==> config.mk <==
export PLATFORM = sky130hd
export DESIGN_NAME = rv32_decode_pipe
export DESIGN_NICKNAME = d
export VERILOG_FILES = /design/src/rtl/rv32i_types_pkg.sv /design/src/rtl/rv32_decode_comb.sv /design/src/rtl/rv32_decode_pipe.sv
export SDC_FILE = /design/constraint.sdc
export NUM_CORES = 1
export LEC_CHECK = 0
export BUFFER_PORTS_ARGS = -buffer_cell sky130_fd_sc_hd__buf_2
export CAP_MARGIN = 20
export CORE_ASPECT_RATIO = 0.75
export CORE_UTILIZATION = 52
export DETAILED_ROUTE_END_ITERATION = 8
export PLACE_DENSITY = 0.76
export SYNTH_ARGS = -nofsm -noshare
export SYNTH_HDL_FRONTEND = slang
export SYNTH_SLANG_ARGS = --single-unit
==> constraint.sdc <==
create_clock -name CLK -period 1.7 [get_ports CLK]
set_input_delay 0.085 -clock CLK [delete_from_list [all_inputs] [get_ports CLK]]
set_output_delay 0.085 -clock CLK [all_outputs]
set_load 0.02 [all_outputs]
==> src/rtl/rv32i_types_pkg.sv <==
// Shared RV32I decode types: opcode/funct constants, select encodings and the
// packed control bundle that travels down the decode pipeline.
package rv32i_types_pkg;

  localparam logic [6:0] OPC_LUI      = 7'b0110111;
  localparam logic [6:0] OPC_AUIPC    = 7'b0010111;
  localparam logic [6:0] OPC_JAL      = 7'b1101111;
  localparam logic [6:0] OPC_JALR     = 7'b1100111;
  localparam logic [6:0] OPC_BRANCH   = 7'b1100011;
  localparam logic [6:0] OPC_LOAD     = 7'b0000011;
  localparam logic [6:0] OPC_STORE    = 7'b0100011;
  localparam logic [6:0] OPC_OP_IMM   = 7'b0010011;
  localparam logic [6:0] OPC_OP       = 7'b0110011;
  localparam logic [6:0] OPC_MISC_MEM = 7'b0001111;
  localparam logic [6:0] OPC_SYSTEM   = 7'b1110011;

  localparam logic [6:0] FUNCT7_BASE   = 7'b0000000;
  localparam logic [6:0] FUNCT7_ALT    = 7'b0100000;
  localparam logic [6:0] MULDIV_FUNCT7 = 7'b0000001;

  localparam logic [2:0] F3_ADD_SUB = 3'b000;
  localparam logic [2:0] F3_SLL     = 3'b001;
  localparam logic [2:0] F3_SRL_SRA = 3'b101;

  localparam logic [31:0] INSTR_ECALL  = 32'h0000_0073;
  localparam logic [31:0] INSTR_EBREAK = 32'h0010_0073;

  // Operand A: register, PC (AUIPC/JAL) or zero (LUI)
  localparam logic [1:0] SEL_A_RS1  = 2'd0;
  localparam logic [1:0] SEL_A_PC   = 2'd1;
  localparam logic [1:0] SEL_A_ZERO = 2'd2;
  // Operand B: register or immediate
  localparam logic [1:0] SEL_B_RS2  = 2'd0;
  localparam logic [1:0] SEL_B_IMM  = 2'd1;
  // Writeback source
  localparam logic [1:0] W_SEL_ALU  = 2'd0;
  localparam logic [1:0] W_SEL_MEM  = 2'd1;
  localparam logic [1:0] W_SEL_PC4  = 2'd2;
  // Jump target: JAL (pc+imm) or JALR (rs1+imm)
  localparam logic       J_SEL_JAL  = 1'b0;
  localparam logic       J_SEL_JALR = 1'b1;

  // Encoded as {funct7[5], funct3} so legal R/I words map directly
  typedef enum logic [3:0] {
    ALU_ADD  = 4'b0000,
    ALU_SLL  = 4'b0001,
    ALU_SLT  = 4'b0010,
    ALU_SLTU = 4'b0011,
    ALU_XOR  = 4'b0100,
    ALU_SRL  = 4'b0101,
    ALU_OR   = 4'b0110,
    ALU_AND  = 4'b0111,
    ALU_SUB  = 4'b1000,
    ALU_SRA  = 4'b1101
  } aluop_t;

  // Encoded as the load funct3
  typedef enum logic [2:0] {
    LD_B  = 3'b000,
    LD_H  = 3'b001,
    LD_W  = 3'b010,
    LD_BU = 3'b100,
    LD_HU = 3'b101
  } load_t;

  // Encoded as the branch funct3
  typedef enum logic [2:0] {
    BR_EQ  = 3'b000,
    BR_NE  = 3'b001,
    BR_LT  = 3'b100,
    BR_GE  = 3'b101,
    BR_LTU = 3'b110,
    BR_GEU = 3'b111
  } branch_t;

  typedef struct packed {
    logic        w_en;
    logic        dwen;
    logic        dren;
    logic        branch;
    logic        jump;
    logic        j_sel;
    logic        ex_pc_sel;
    logic [1:0]  alu_a_sel;
    logic [1:0]  alu_b_sel;
    logic [1:0]  w_sel;
    aluop_t      alu_op;
    logic [3:0]  byte_en;
    load_t       load_type;
    branch_t     branch_type;
    logic [31:0] imm;
    logic [4:0]  rd;
    logic [4:0]  rs1;
    logic [4:0]  rs2;
    logic [31:0] pc;
    logic        illegal;
    logic        is_system;
    logic        is_fence;
    logic        is_muldiv;
    logic [2:0]  muldiv_op;
  } ctrl_bundle_t;

endpackage

==> src/rtl/rv32_decode_comb.sv <==
// Pure combinational RV32I(+M) decoder: instruction word and pc in, control
// bundle out. Illegal words still produce a bundle, with all enables cleared.
module rv32_decode_comb
  import rv32i_types_pkg::*;
#(
  parameter int RV32M_EN = 1
) (
  input  logic [31:0]  instr,
  input  logic [31:0]  pc,
  output ctrl_bundle_t ctrl
);

  logic [6:0]  opcode;
  logic [2:0]  funct3;
  logic [6:0]  funct7;
  logic [31:0] imm_i;
  logic [31:0] imm_s;
  logic [31:0] imm_b;
  logic [31:0] imm_u;
  logic [31:0] imm_j;
  logic [31:0] imm_shamt;
  logic [3:0]  mem_mask;

  assign opcode    = instr[6:0];
  assign funct3    = instr[14:12];
  assign funct7    = instr[31:25];
  assign imm_i     = {{20{instr[31]}}, instr[31:20]};
  assign imm_s     = {{20{instr[31]}}, instr[31:25], instr[11:7]};
  assign imm_b     = {{19{instr[31]}}, instr[31], instr[7], instr[30:25], instr[11:8], 1'b0};
  assign imm_u     = {instr[31:12], 12'b0};
  assign imm_j     = {{11{instr[31]}}, instr[31], instr[19:12], instr[20], instr[30:21], 1'b0};
  assign imm_shamt = {27'b0, instr[24:20]};
  assign mem_mask  = (funct3[1:0] == 2'b00) ? 4'b0001 :
                     (funct3[1:0] == 2'b01) ? 4'b0011 : 4'b1111;

  // Decode by opcode, then mask enables for illegal words and rd == x0
  always_comb begin
    ctrl             = '0;
    ctrl.alu_op      = ALU_ADD;
    ctrl.load_type   = LD_B;
    ctrl.branch_type = BR_EQ;
    ctrl.rd          = instr[11:7];
    ctrl.rs1         = instr[19:15];
    ctrl.rs2         = instr[24:20];
    ctrl.pc          = pc;

    if (instr[1:0] != 2'b11) begin
      ctrl.illegal = 1'b1;
    end else begin
      case (opcode)
        OPC_LUI: begin
          ctrl.w_en      = 1'b1;
          ctrl.alu_a_sel = SEL_A_ZERO;
          ctrl.alu_b_sel = SEL_B_IMM;
          ctrl.imm       = imm_u;
        end
        OPC_AUIPC: begin
          ctrl.w_en      = 1'b1;
          ctrl.alu_a_sel = SEL_A_PC;
          ctrl.alu_b_sel = SEL_B_IMM;
          ctrl.imm       = imm_u;
        end
        OPC_JAL: begin
          ctrl.jump      = 1'b1;
          ctrl.j_sel     = J_SEL_JAL;
          ctrl.ex_pc_sel = 1'b1;
          ctrl.w_en      = 1'b1;
          ctrl.w_sel     = W_SEL_PC4;
          ctrl.alu_a_sel = SEL_A_PC;
          ctrl.alu_b_sel = SEL_B_IMM;
          ctrl.imm       = imm_j;
        end
        OPC_JALR: begin
          if (funct3 == 3'b000) begin
            ctrl.jump      = 1'b1;
            ctrl.j_sel     = J_SEL_JALR;
            ctrl.ex_pc_sel = 1'b1;
            ctrl.w_en      = 1'b1;
            ctrl.w_sel     = W_SEL_PC4;
            ctrl.alu_a_sel = SEL_A_RS1;
            ctrl.alu_b_sel = SEL_B_IMM;
            ctrl.imm       = imm_i;
          end else begin
            ctrl.illegal = 1'b1;
          end
        end
        OPC_BRANCH: begin
          if (funct3 == 3'b010 || funct3 == 3'b011) begin
            ctrl.illegal = 1'b1;
          end else begin
            ctrl.branch      = 1'b1;
            ctrl.ex_pc_sel   = 1'b1;
            ctrl.branch_type = branch_t'(funct3);
            ctrl.alu_op      = ALU_SUB;
            ctrl.alu_b_sel   = SEL_B_RS2;
            ctrl.imm         = imm_b;
          end
        end
        OPC_LOAD: begin
          case (funct3)
            3'b000, 3'b001, 3'b010, 3'b100, 3'b101: begin
              ctrl.dren      = 1'b1;
              ctrl.w_en      = 1'b1;
              ctrl.w_sel     = W_SEL_MEM;
              ctrl.alu_b_sel = SEL_B_IMM;
              ctrl.imm       = imm_i;
              ctrl.load_type = load_t'(funct3);
              ctrl.byte_en   = mem_mask;
            end
            default: ctrl.illegal = 1'b1;
          endcase
        end
        OPC_STORE: begin
          if (funct3[2] == 1'b0 && funct3[1:0] != 2'b11) begin
            ctrl.dwen      = 1'b1;
            ctrl.alu_b_sel = SEL_B_IMM;
            ctrl.imm       = imm_s;
            ctrl.byte_en   = mem_mask;
          end else begin
            ctrl.illegal = 1'b1;
          end
        end
        OPC_OP_IMM: begin
          ctrl.w_en      = 1'b1;
          ctrl.alu_b_sel = SEL_B_IMM;
          ctrl.imm       = imm_i;
          ctrl.alu_op    = aluop_t'({1'b0, funct3});
          if (funct3 == F3_SLL) begin
            ctrl.imm = imm_shamt;
            if (funct7 != FUNCT7_BASE) ctrl.illegal = 1'b1;
          end else if (funct3 == F3_SRL_SRA) begin
            ctrl.imm = imm_shamt;
            if (funct7 == FUNCT7_ALT) ctrl.alu_op = ALU_SRA;
            else if (funct7 != FUNCT7_BASE) ctrl.illegal = 1'b1;
          end
        end
        OPC_OP: begin
          if (funct7 == MULDIV_FUNCT7) begin
            if (RV32M_EN != 0) begin
              ctrl.is_muldiv = 1'b1;
              ctrl.muldiv_op = funct3;
              ctrl.w_en      = 1'b1;
              ctrl.alu_op    = ALU_ADD;
            end else begin
              ctrl.illegal = 1'b1;
            end
          end else if (funct7 == FUNCT7_BASE) begin
            ctrl.w_en   = 1'b1;
            ctrl.alu_op = aluop_t'({1'b0, funct3});
          end else if (funct7 == FUNCT7_ALT &&
                       (funct3 == F3_ADD_SUB || funct3 == F3_SRL_SRA)) begin
            ctrl.w_en   = 1'b1;
            ctrl.alu_op = aluop_t'({1'b1, funct3});
          end else begin
            ctrl.illegal = 1'b1;
          end
        end
        OPC_MISC_MEM: begin
          if (funct3 == 3'b000) ctrl.is_fence = 1'b1;
          else ctrl.illegal = 1'b1;
        end
        OPC_SYSTEM: begin
          if (instr == INSTR_ECALL || instr == INSTR_EBREAK) ctrl.is_system = 1'b1;
          else ctrl.illegal = 1'b1;
        end
        default: ctrl.illegal = 1'b1;
      endcase
    end

    if (ctrl.illegal) begin
      ctrl.w_en   = 1'b0;
      ctrl.dwen   = 1'b0;
      ctrl.dren   = 1'b0;
      ctrl.branch = 1'b0;
      ctrl.jump   = 1'b0;
    end
    if (ctrl.rd == 5'd0) ctrl.w_en = 1'b0;
  end

endmodule

==> src/rtl/rv32_decode_pipe.sv <==
// Decode front end: combinational decoder feeding PIPE_DEPTH elastic register
// stages with valid/ready handshakes, flush, and a saturating stall counter.
module rv32_decode_pipe
  import rv32i_types_pkg::*;
#(
  parameter int PIPE_DEPTH = 2,
  parameter int RV32M_EN   = 1,
  parameter int CNT_W      = 16
) (
  input  logic             CLK,
  input  logic             RST,
  input  logic             in_valid,
  output logic             in_ready,
  input  logic [31:0]      instr,
  input  logic [31:0]      pc,
  input  logic             flush,
  output logic             out_valid,
  input  logic             out_ready,
  output ctrl_bundle_t     out_ctrl,
  output logic [CNT_W-1:0] stall_cnt
);

  localparam int LAST = PIPE_DEPTH - 1;

  ctrl_bundle_t            dec_ctrl;
  logic [PIPE_DEPTH-1:0]   v_q;
  logic [PIPE_DEPTH-1:0]   v_d;
  logic [PIPE_DEPTH-1:0]   adv;
  ctrl_bundle_t            data_q [PIPE_DEPTH];
  ctrl_bundle_t            data_d [PIPE_DEPTH];
  logic [CNT_W-1:0]        stall_cnt_q;
  logic [CNT_W-1:0]        stall_cnt_d;
  logic                    accept;

  rv32_decode_comb #(
    .RV32M_EN(RV32M_EN)
  ) u_decode (
    .instr(instr),
    .pc   (pc),
    .ctrl (dec_ctrl)
  );

  // A stage advances when it holds data and the stage after it has room
  always_comb begin
    adv       = '0;
    adv[LAST] = v_q[LAST] && out_ready;
    for (int i = LAST - 1; i >= 0; i--) begin
      adv[i] = v_q[i] && (!v_q[i+1] || adv[i+1]);
    end
  end

  assign in_ready  = !RST && !flush && (!v_q[0] || adv[0]);
  assign accept    = in_valid && in_ready;
  assign out_valid = v_q[LAST];
  assign out_ctrl  = data_q[LAST];
  assign stall_cnt = stall_cnt_q;

  // Shift bundles forward; flush drops all valids but leaves payloads untouched
  always_comb begin
    for (int i = 0; i < PIPE_DEPTH; i++) begin
      v_d[i]    = v_q[i] && !adv[i];
      data_d[i] = data_q[i];
    end
    if (accept) begin
      v_d[0]    = 1'b1;
      data_d[0] = dec_ctrl;
    end
    for (int i = 1; i < PIPE_DEPTH; i++) begin
      if (adv[i-1] && !flush) begin
        v_d[i]    = 1'b1;
        data_d[i] = data_q[i-1];
      end
    end
    if (flush) v_d = '0;
  end

  // Count cycles where the last stage is blocked, sticking at all-ones
  always_comb begin
    stall_cnt_d = stall_cnt_q;
    if (out_valid && !out_ready && stall_cnt_q != {CNT_W{1'b1}}) begin
      stall_cnt_d = stall_cnt_q + CNT_W'(1);
    end
  end

  // Stage and counter registers with synchronous reset
  always_ff @(posedge CLK) begin
    if (RST) begin
      v_q         <= '0;
      stall_cnt_q <= '0;
      for (int i = 0; i < PIPE_DEPTH; i++) data_q[i] <= '0;
    end else begin
      v_q         <= v_d;
      stall_cnt_q <= stall_cnt_d;
      for (int i = 0; i < PIPE_DEPTH; i++) data_q[i] <= data_d[i];
    end
  end

endmodule

======== After elaboration in Yosys (flattened, before gate mapping) ========
Memory sizes are Yosys's and may differ from the RTL's.
Cells that the tools add are included.
word-level totals
  output and inout bits ................... 131
  RAM bits ................................ 226
  bits of input ports ..................... 69
  ROM bits ................................ 0
  flip-flop bits (word level) ............. 18
  memories kept ........................... 1
  logic and storage cells ................. 140
  bits in latches ......................... 0
memory list
  name    words  bits a word  read ports  clocked after memory_dff  write ports  RTL line                RTL
  data_q  2      113          2           0                         2            rv32_decode_pipe.sv:29  ctrl_bundle_t data_q [PIPE_DEPTH];
cells by class
  shift-type cells ........................ 0
  multipliers ............................. 0
  $lt $le $gt $ge ......................... 0
  bitwise operators ....................... 3
  $add $sub $neg .......................... 1
  divide/modulo/power cells ............... 0
  reductions and logical operators ........ 36
  equality and inequality tests ........... 24
  muxes and demuxes ....................... 73
operator list
  cell                   number
  $mux 113               4
  $pmux 32 s7            1
  $mux 32                5
  $mux 59                1
  $mux 4                 12
  $mux 35                1
  $mux 1                 33
  $eq 32x21->1 const B   1
  $eq 32x7->1 const B    1
  $eq 7x6->1 const B     4
  $eq 7x7->1 const B     4
  $add 16x1->16 const B  1
  $ne 16x16->1 const B   1
  $eq 7x5->1 const B     2
  $logic_and 1x1->1      12
  $pmux 2 s3             2
  $pmux 4 s3             1
  $mux 3                 3
  $mux 9                 1
  $pmux 1 s8             1
  $pmux 2 s4             1
  $pmux 4 s2             1
  $reduce_or 2->1        4
  $eq 7x1->1 const B     1
  25 further kinds       39

======== Logic depth before layout (Yosys ltp) ========
Gate-level depths: netlist (run 1).
  depth in word-level cells ............... 12
  mapped depth ............................ 7
  gate-level depth less buffers ........... 6

======== Cells and area by module ========
From an unflattened synthesis (run 1), not the netlist that was laid out.
unflattened totals
  cells, all modules ...................... 1,436
  area total of the unflattened synthesis .. 11,006.8 um2
by module, submodules not included
  module            times used  cells each  sequential area each (um2)  area an instance (um2)
  rv32_decode_pipe  1           1,208       4,884.7                     9,520.4
  rv32_decode_comb  1           228         0.0                         1,486.4

======== Worst setup path after synthesis (run 1) ========
Ideal clock, no wire load.
  kind .................................... reg2reg
  start ................................... register stall_cnt_q[3] (netlist: stall_cnt[3])
  end ..................................... register stall_cnt_q[15] (netlist: stall_cnt[15])
  slack ................................... -0.076 ns
  stages on the path, launching flop included .. 6
  library setup time ...................... 0.128 ns
  required time ........................... 1.572 ns
  clock period less this slack ............ 1.776 ns
  arrival time ............................ 1.649 ns
  path buffers ............................ 0
  cells stage by stage .................... dfxtp_1 -> nand4_2 -> or2_4 -> or4_1 -> mux2i_1 -> nor2_1
between the ends
  word-level cells in the longest chain between the ends .. 2
  elaborated cells between the ends (all ways) .. 3
  classes of those cells .................. 1 x add/sub; 1 x eq/ne; 1 x reduce/logical
ends and longest elaborated chain
  element                                                                RTL line                RTL
  from (decl)                                                            rv32_decode_pipe.sv:31  logic [CNT_W-1:0] stall_cnt_q;
  from (signal assigned)                                                 rv32_decode_pipe.sv:93  stall_cnt_q <= stall_cnt_d;
  parallel branches: the longest is 2 deep, another holds $add 16x1->16  --
Several ways; the timed one is not identified.
A chain may end at the register's enable or synchronous reset.

======== Worst setup path in the final report (run 1) ========
  start ................................... register stall_cnt_q[6] (netlist: stall_cnt[6])
  end ..................................... register stall_cnt_q[14] (netlist: stall_cnt[14])
Same word-level chain as after synthesis.

==> flow_metrics.py, run 1 <==
metrics = {
    "sta": {
        "worst_clock_skew_ns": 0.0107,
        "setup-tns-final_ns": 0,
        "rsz0062_at_grt": "true",
        "fin_ws_ns": 0.0491,
        "hold_violations": 0,
        "maxSlewViolCount": 0,
        "fmax_mhz": 606,
        "tightest_slew_ns": 0.546,
        "max-slew-margin-rel": 0.636,
        "setup_violations": 0,
        "finalCriticalPeriod_ns": 1.65,
        "timing.final.crit_share": 0.971,
    },
    "grt": {
        "use_met1": 0.368,
        "grt_pass1_wl_um": 44400,
        "antenna_found_initial": 1,
        "grt_use_total": 0.267,
        "top_usage_layer": "met2",
        "overflow": 0,
        "grt_max_degree": 122,
        "met3_usage": 0.0676,
        "grt_pass1_vias": 8707,
        "met2_usage": 0.415,
    },
    "floorplanning": {
        "core_area_sq_um": 19400,
        "die_h_um": 124,
        "rows": 44,
        "fp.dieW_um": 165,
        "io-pin-count": 200,
        "dieArea_sq_um": 20500,
        "start_util": 0.534,
    },
    "worst_setup_path": {
        "cp.arrival_ns": 2.10,
        "startpoint_type": "register",
        "critPathKind": "reg -> reg",
        "rr_endpoint": "stall_cnt[14]$_SDFFE_PP0P_",
        "slowest_delay_ns": 0.37,
        "crit_fanout": 5,
        "crit_start": "stall_cnt[6]$_SDFFE_PP0P_",
        "worst-path-stages": 5,
        "path_cells": "nand4_1, or2_4, a211o_1, or3_1, a21oi_2",
        "critPathBufInv": 0,
        "rrSetupSlack_ns": 0.05,
        "rr_startpoint": "stall_cnt[6]$_SDFFE_PP0P_",
        "cp_data_required_time_ns": 2.15,
        "rr_worst_depth": 5,
        "crit_path_top_delay_cell": "dfxtp_2",
        "cp_top_family": "simple AND/OR/NAND/NOR gates",
        "cp-end-kind": "register",
    },
    "final_layout": {
        "regArea_sq_um": 4820,
        "n_antenna_cell": 0,
        "fillers": 1649,
        "area_delta_synth_final_pct": 23.6,
        "design_area_sq_um": 12800,
        "multi_input_area_sq_um": 4360,
        "fin_util": 0.659,
        "drive_above_1_share": 0.269,
        "final_nets": 1524,
    },
    "pwr": {
        "vdd_drop_max_mv": 0.909,
        "p_seq_frac": 0.484,
        "leakage_nw": 5.10,
        "power_switching_share": 0.235,
        "p_per_area_nw_per_um2": 918,
        "clkPwrFrac": 0.447,
        "switchingPower_mw": 2.76,
        "power.internal_mw": 9.00,
        "combPwrFrac": 0.069,
    },
    "synth": {
        "ys_top_cells_by_area": "dfxtp_1 (46%), nand2_1 (13%), a21oi_1 (9.2%)",
        "syn_area_per_cell_sq_um": 8.15,
        "netlist.area_leader.share": 0.463,
        "syn_inst": 1272,
        "ys_types": 76,
        "syn-cell-area_sq_um": 10400,
        "synth_edf_count": 0,
        "synth_seq_cells": 240,
        "yosys_warnings": 0,
        "synth_area_leader_cell": "dfxtp_1",
        "yosysSeqAreaShare": 0.463,
        "synthArstFlopShare": 0,
        "synth_nets": 1342,
        "synthFlopType": "dfxtp_1",
    },
    "routing": {
        "post_drt_via_cell_ratio": 5.39,
        "first_pass_iters": 5,
        "first_iter_violations": 799,
        "drc_errors": 0,
        "routedWlPerCell_um": 16.3,
        "ant_nets": 0,
        "vias": 9303,
        "wl_um": 28100,
    },
    "place": {
        "dpl.hpwl_um": 18600,
        "place_ws_ns": -0.0953,
        "port-buffer-count": 198,
        "place_congestion": 0.966,
        "placed_cell_area_sq_um": 11400,
    },
    "clocking": {
        "path_clk_slew_ns": 0.06,
        "clk-insertion-delay-late_ns": 0.52,
        "tritoncts": "built",
        "htree_levels": 1,
        "clock-root-buffer": "clkbuf_16",
        "clock-sinks": 240,
        "cts_buffer_depth": 3,
        "cts_buffers": 24,
    },
    "min_path": {
        "whs_path_depth": 4,
        "min_to": "v_q[1]$_SDFF_PP0_",
        "worstHoldStart": "out_ready",
        "min_path_type": "in -> reg",
    },
    "outcome": {
        "status": "finished, final reports clean",
    },
    "run": {
        "maxCapViolCount": 0,
    },
}
[Yosys cell counts, types with 11 or more instances]
cell	n
clkbuf_1	53
a21oi_1	191
dfxtp_1	240
o21ai_1	13
xnor2_1	12
nand3_1	15
o21ai_0	11
a22oi_1	19
and2_1	11
buf_4	118
buf_2	18
nand2_1	359
nor2_1	59
[cell families (layout without fill, tap and decap cells)]
| family | after synthesis | after routing | share of synthesized area |
|---|---|---|---|
| AND/OR/NAND/NOR | 517 | 517 | 0.223 |
| AO/OA/AOI/OAI | 292 | 292 | 0.175 |
| flip-flops | 240 | 240 | 0.463 |
| buffers and inverters | 206 | 406 | 0.124 |
| XOR/XNOR | 13 | 13 | 0.0110 |
| multiplexers | 2 | 2 | 0.00193 |
| adder cells (fa/ha/maj) | 1 | 1 | 0.00121 |
| other | 1 | 1 | 0.000362 |
[cells in the final DEF (no fill, tap or decap), types with 7 or more instances in the layout]
master / n
nand4_1: 7
a221oi_2: 11
inv_1: 9
a21oi_1: 190
nand2_1: 358
o21ai_0: 11
buf_2: 195
clkbuf_16: 25
xnor2_1: 12
dlygate4sd3_1: 55
o21ai_1: 13
buf_4: 85
and2_1: 10
a22oi_1: 19
nor2_1: 59
dfxtp_1: 231
buf_12: 15
nand3_1: 14
dfxtp_2: 8
[what timing repair did]
| item | in CTS | in global routing |
|---|---|---|
| setup endpoints to repair | 2 | 13 |
| hold buffers | 55 | 0 |
| hold endpoints to repair | 66 | 0 |
| setup buffers | 1 | 3 |
| resized for setup | 3 | 12 |
| pin swaps | 0 | 7 |
[sequential cells by signal, indices dropped and copies added (netlist names)]
register and flops:
stall_cnt 16, data_q 222, v_q 2
[worst max-delay path by stage]
stage / to / slack, ns
global placement: data_q[0][6]$_SDFFE_PP0P_ / -0.08
global route: stall_cnt[3]$_SDFFE_PP0P_ / -0.04
finish: stall_cnt[14]$_SDFFE_PP0P_ / 0.05
floorplan: stall_cnt[1]$_SDFFE_PP0P_ / 0.008
detailed placement: data_q[0][5]$_SDFFE_PP0P_ / -0.1
CTS: in_ready / 0.03
[metrics by stage]
stage / hold WS [ns] / cells / power [mW]
after floorplan: 0.209 / 1272 / 6.18
after global placement: 0.325 / 1623 / 6.50
after detailed placement: 0.331 / 1623 / 6.50
after CTS: 0.0361 / 1723 / 11.8
after global routing: 0.0338 / 1725 / 12.1
final: 0.0318 / 1725 / 11.8
[power groups by stage]
stage	combinational [mW]	sequential, mW	clock [mW]
floorplan	0.367	5.82	0
global placement	0.679	5.82	0
detailed placement	0.682	5.82	0
CTS	0.789	5.69	5.32
global route	0.862	5.69	5.58
finish	0.807	5.69	5.26
[layout make-up]
class,count,area share
Clock buffer,32,0.0532
Clock inverter,12,0.00840
Inverter,9,0.00264
Multi-Input combinational cell,826,0.340
Sequential cell,240,0.376
Tap cell,253,0.0247
Timing Repair Buffer,353,0.195
[worst register-to-register path, cell delays in order, from the launching register on]
cell and delay (ns):
dfxtp_2 0.37, nand4_1 0.14, or2_4 0.29, a211o_1 0.32, or3_1 0.34, a21oi_2 0.13
[metal layers]
layer,up-vias,share of wire
li1,4526,-
met1,4382,0.44
met2,341,0.45
met3,52,0.087
met4,2,0.021
met5,-,0.00036
Power figures use the tool's default switching activity.
==> run 2, diff against run 1 <==
--- a/config.mk
+++ b/config.mk
@@ -7,7 +7,7 @@
 export LEC_CHECK = 0
 export BUFFER_PORTS_ARGS = -buffer_cell sky130_fd_sc_hd__buf_2
 export CAP_MARGIN = 20
-export CORE_ASPECT_RATIO = 0.75
+export CORE_ASPECT_RATIO = 0.6
 export CORE_UTILIZATION = 52
 export DETAILED_ROUTE_END_ITERATION = 8
 export PLACE_DENSITY = 0.76
==> flow_metrics.py, run 2 (same netlist as run 1, synthesis figures left out) <==
metrics = {
    "floorplanning": {
        "start_util": 0.538,
        "fp.dieW_um": 184,
        "die_h_um": 111,
        "io-pin-count": 200,
        "rows": 39,
        "core_area_sq_um": 19300,
        "dieArea_sq_um": 20500,
    },
    "sta": {
        "whs_ns": 0.0362,
        "timing.final.crit_share": 0.986,
        "finalCriticalPeriod_ns": 1.68,
        "worst_clock_skew_ns": 0.0153,
        "hold_violations": 0,
        "rsz0062_at_grt": "true",
        "fmax_mhz": 596,
        "maxSlewViolCount": 0,
        "tightest_slew_ns": 0.800,
        "setup_violations": 0,
        "max-slew-margin-rel": 0.467,
    },
    "run": {
        "maxCapViolCount": 0,
    },
    "routing": {
        "routedWlPerCell_um": 17.0,
        "drc_errors": 0,
        "ant_nets": 0,
        "first_pass_iters": 6,
        "post_drt_via_cell_ratio": 5.44,
        "wl_um": 29200,
        "first_iter_violations": 765,
        "vias": 9350,
    },
    "final_layout": {
        "final_cell_mix": "nand2_1 (359), dfxtp_1 (231), buf_2 (192), a21oi_1 (191), buf_4 (69)",
        "largest_reg_flops": 222,
        "area_delta_synth_final_pct": 22.8,
        "design_area_sq_um": 12700,
        "layout_commonest_cell": "nand2_1",
        "final_nets": 1506,
        "largest_register": "data_q",
        "fillers": 1545,
        "drive_above_1_share": 0.258,
        "instances_no_fill": 1718,
    },
    "place": {
        "place_congestion": 0.956,
        "placed_cell_area_sq_um": 11200,
        "dpl.hpwl_um": 18700,
        "port-buffer-count": 198,
        "numPlacedInstances": 1612,
    },
    "grt": {
        "grt_use_total": 0.273,
        "overflow": 0,
        "grt_pass1_vias": 8732,
        "antenna_found_initial": 1,
        "grt_pass1_wl_um": 45300,
        "grt_max_degree": 148,
    },
    "clocking": {
        "tritoncts": "built",
        "cts_buffers": 22,
        "path_clk_slew_ns": 0.07,
        "htree_levels": 1,
        "clock-root-buffer": "clkbuf_16",
        "clock-sinks": 240,
        "cts_buffer_depth": 3,
        "clk-insertion-delay-late_ns": 0.51,
    },
    "worst_setup_path": {
        "cp-end-kind": "register",
        "cp_data_required_time_ns": 2.13,
        "critPathKind": "reg -> reg",
        "crit_fanout": 5,
        "cp.arrival_ns": 2.10,
        "startpoint_type": "register",
        "crit_start": "stall_cnt[4]$_SDFFE_PP0P_",
        "rr_startpoint": "stall_cnt[4]$_SDFFE_PP0P_",
    },
    "min_path": {
        "worstHoldStart": "RST",
        "min_path_type": "in -> reg",
    },
    "pwr": {
        "totalPowerFinal_mw": 11.7,
        "vdd_drop_max_mv": 0.740,
        "leakage_nw": 5.04,
        "p_per_area_nw_per_um2": 917,
    },
    "outcome": {
        "status": "finished, final reports clean",
    },
}
-- run 2: cell types whose count changed in the layout (fill, tap and decap cells not counted), moves of 3 or more --
cell           previous run  this run
buf_4                    85        69
clkinvlp_4                6         0
clkbuf_8                  3         7
buf_2                   195       192
dlygate4sd3_1            55        58
nor2_1                   59        56
-- run 2: cell type report --
type                       count  area, sq um  share of cell area
sequential                   240         4820               0.378
inverter                       9         33.8             0.00265
antenna                        1         2.50            0.000197
multi-input combinational    827         4420               0.347
clock buffer                  34          687              0.0540
timing repair buffer         336         2370               0.186
tap                          266          333              0.0261
clock inverter                 5         75.1             0.00590
-- run 2: final timing paths --
| path | endpoint | slack, ns | cells after the start |
|---|---|---|---|
| hold / removal | v_q[1]$_SDFF_PP0_ | 0.04 | 4 |
| setup reg to reg | stall_cnt[14]$_SDFFE_PP0P_ | 0.02 | 5 |
| setup / recovery | stall_cnt[14]$_SDFFE_PP0P_ | 0.02 | 5 |
| hold reg to reg | data_q[0][165]$_SDFFE_PP0P_ | 0.45 | 2 |
-- run 2: what timing repair did --
| action | 4_1_cts | 5_1_grt |
|---|---|---|
| buffers inserted | 1 | 8 |
| setup endpoints to repair | 3 | 54 |
| hold endpoints to repair | 63 | 1 |
| resized for setup | 5 | 22 |
| gates cloned | 0 | 1 |
| hold buffers | 58 | 1 |
| pin swaps | 2 | 16 |
-- run 2: report_power, final --
part / switching, mW / internal (mW) / total [mW] / leakage (nW)
Combinational: 0.481 / 0.324 / 0.804 / 2.72
Clock: 2.10 / 3.08 / 5.18 / 0.378
Sequential: 0.0266 / 5.67 / 5.69 / 1.94
-- run 2: routing by layer --
metal	part of all wire	up-vias	track usage
li1	-	4484	-
met1	0.45	4406	0.379
met2	0.44	395	0.428
met3	0.089	65	0.0658
met4	0.022	0	0.0650
met5	0	-	0
-- run 2: per-stage QoR --
step	TNS [ns]	utilization	worst slack (ns)
after floorplan	0	-	0.00796
after global placement	0	0.581	0.0196
after detailed placement	-0.0282	0.581	-0.0158
after CTS	0	0.652	0.00404
after global routing	-0.243	0.661	-0.0327
final	0	0.661	0.0233
-- run 2: worst max-delay path, stage by stage (launching register included) --
cell and delay [ns]:
dfxtp_2 0.38, nand4_2 0.13, or2_4 0.30, a211o_1 0.31, or3_1 0.32, a21oi_1 0.16
==> run 3, diff against run 2 <==
--- a/config.mk
+++ b/config.mk
@@ -10,6 +10,7 @@
 export CORE_ASPECT_RATIO = 0.6
 export CORE_UTILIZATION = 52
 export DETAILED_ROUTE_END_ITERATION = 8
+export MAX_ROUTING_LAYER = met4
 export PLACE_DENSITY = 0.76
 export SYNTH_ARGS = -nofsm -noshare
 export SYNTH_HDL_FRONTEND = slang
==> flow_metrics.py, run 3 (same netlist as run 1, synthesis figures left out) <==
metrics = {
    "floorplanning": {
        "fp.dieW_um": 184,
        "core_area_sq_um": 19300,
        "io-pin-count": 200,
        "die_h_um": 111,
        "dieArea_sq_um": 20500,
        "rows": 39,
        "start_util": 0.538,
    },
    "final_layout": {
        "n_antenna_cell": 0,
        "largest_reg_flops": 222,
        "final_nets": 1507,
        "area_delta_synth_final_pct": 22.1,
        "largest_register": "data_q",
        "layout_commonest_cell": "nand2_1",
        "drive_above_1_share": 0.258,
        "final_cell_mix": "nand2_1 (358), dfxtp_1 (231), buf_2 (196), a21oi_1 (191), buf_4 (73)",
        "instances_no_fill": 1718,
        "fillers": 1587,
    },
    "outcome": {
        "status": "complete, but fails checks",
        "violations": "negative setup slack",
    },
    "worst_setup_path": {
        "cp-end-kind": "register",
        "startpoint_type": "register",
        "cp_data_required_time_ns": 2.12,
        "cp.arrival_ns": 2.15,
        "critPathKind": "reg -> reg",
        "crit_fanout": 12,
    },
    "sta": {
        "whs_ns": 0.0159,
        "tightest_slew_ns": 0.676,
        "fin_ws_ns": -0.0281,
        "worst_clock_skew_ns": 0.0217,
        "max-slew-margin-rel": 0.550,
        "timing.final.crit_share": 1.02,
        "maxSlewViolCount": 0,
        "fmax_mhz": 579,
        "rsz0062_at_grt": "true",
        "hold_violations": 0,
        "setup_violations": 3,
        "finalCriticalPeriod_ns": 1.73,
    },
    "grt": {
        "grt_pass1_vias": 8843,
        "grt_use_total": 0.288,
        "grt_max_degree": 130,
        "grt_pass1_wl_um": 46400,
        "antenna_found_initial": 0,
        "overflow": 0,
    },
    "routing": {
        "post_drt_via_cell_ratio": 5.44,
        "ant_nets": 0,
        "routedWlPerCell_um": 16.8,
        "drc_errors": 0,
        "first_pass_iters": 5,
        "wl_um": 28900,
        "vias": 9350,
        "first_iter_violations": 817,
    },
    "run": {
        "maxCapViolCount": 0,
    },
    "pwr": {
        "vdd_drop_max_mv": 0.663,
        "p_per_area_nw_per_um2": 923,
        "leakage_nw": 5.01,
    },
    "place": {
        "numPlacedInstances": 1617,
        "port-buffer-count": 198,
        "place_congestion": 0.958,
        "dpl.hpwl_um": 19200,
    },
    "clocking": {
        "path_clk_slew_ns": 0.06,
        "clock-root-buffer": "clkbuf_16",
        "cts_buffer_depth": 3,
        "tritoncts": "built",
        "htree_levels": 1,
        "clock-sinks": 240,
        "clk-insertion-delay-late_ns": 0.52,
        "cts_buffers": 22,
    },
    "min_path": {
        "min_path_type": "in -> reg",
    },
}
run 3: where the power goes:
group	total, mW	internal, mW	leakage, nW	switching (mW)
Clock	5.21	3.11	0.373	2.10
Combinational	0.789	0.318	2.70	0.471
Sequential	5.70	5.67	1.94	0.0267
run 3: timing repair:
action | in CTS | in global routing
endpoints found under the setup margin | 1 | 70
cloned | 0 | 1
gates resized for setup | 2 | 10
endpoints found under the hold margin | 62 | 0
hold buffers | 54 | 0
setup buffers | 0 | 7
pin swaps | 0 | 3
run 3: path summary, 6_finish.rpt:
| kind | from | to | slack, ns | cells after the start |
|---|---|---|---|---|
| setup / recovery | v_q[0]$_SDFF_PP0_ | data_q[0][65]$_SDFFE_PP0P_ | -0.03 | 6 |
| hold / removal | RST | v_q[1]$_SDFF_PP0_ | 0.02 | 4 |
| setup reg to reg | v_q[0]$_SDFF_PP0_ | data_q[0][65]$_SDFFE_PP0P_ | -0.03 | 6 |
| hold reg to reg | data_q[0][107]$_SDFFE_PP0P_ | data_q[0][220]$_SDFFE_PP0P_ | 0.44 | 2 |
run 3: through the flow:
| step | worst slack (ns) | TNS, ns | area (sq um) | power, mW | util |
|---|---|---|---|---|---|
| detailed placement | -0.103 | -0.353 | 11200 | 6.48 | 0.583 |
| floorplan | 0.00796 | 0 | 10400 | 6.18 | - |
| finish | -0.0281 | -0.0372 | 12700 | 11.7 | 0.657 |
| global placement | -0.134 | -0.199 | 11200 | 6.47 | 0.583 |
| CTS | 0.00236 | 0 | 12500 | 11.7 | 0.651 |
| global route | -0.0925 | -1.77 | 12700 | 12.1 | 0.657 |
run 3: metal layers:
metal  share of wire  global-route usage  up-vias
li1                -                   -     4492
met1            0.45               0.398     4366
met2            0.44               0.429      439
met3           0.092              0.0615       53
met4           0.019              0.0667        0
met5               0                   -        -
run 3: final cells by class:
| class | count | area [sq um] | area share |
|---|---|---|---|
| clock buffers | 33 | 653 | 0.0516 |
| clock inverters | 6 | 105 | 0.00830 |
| inverters | 9 | 33.8 | 0.00267 |
| multi-input cells | 826 | 4360 | 0.344 |
| flip-flops and latches | 240 | 4820 | 0.380 |
| well taps | 266 | 333 | 0.0263 |
| repair buffers | 338 | 2370 | 0.187 |
run 3: critical path: stages (launching register included):
cell and delay, ns:
dfxtp_1 0.38, nand3b_1 0.13, buf_4 0.17, a31oi_2 0.52
buf_4 0.30, nand2_1 0.06, o21ai_0 0.08
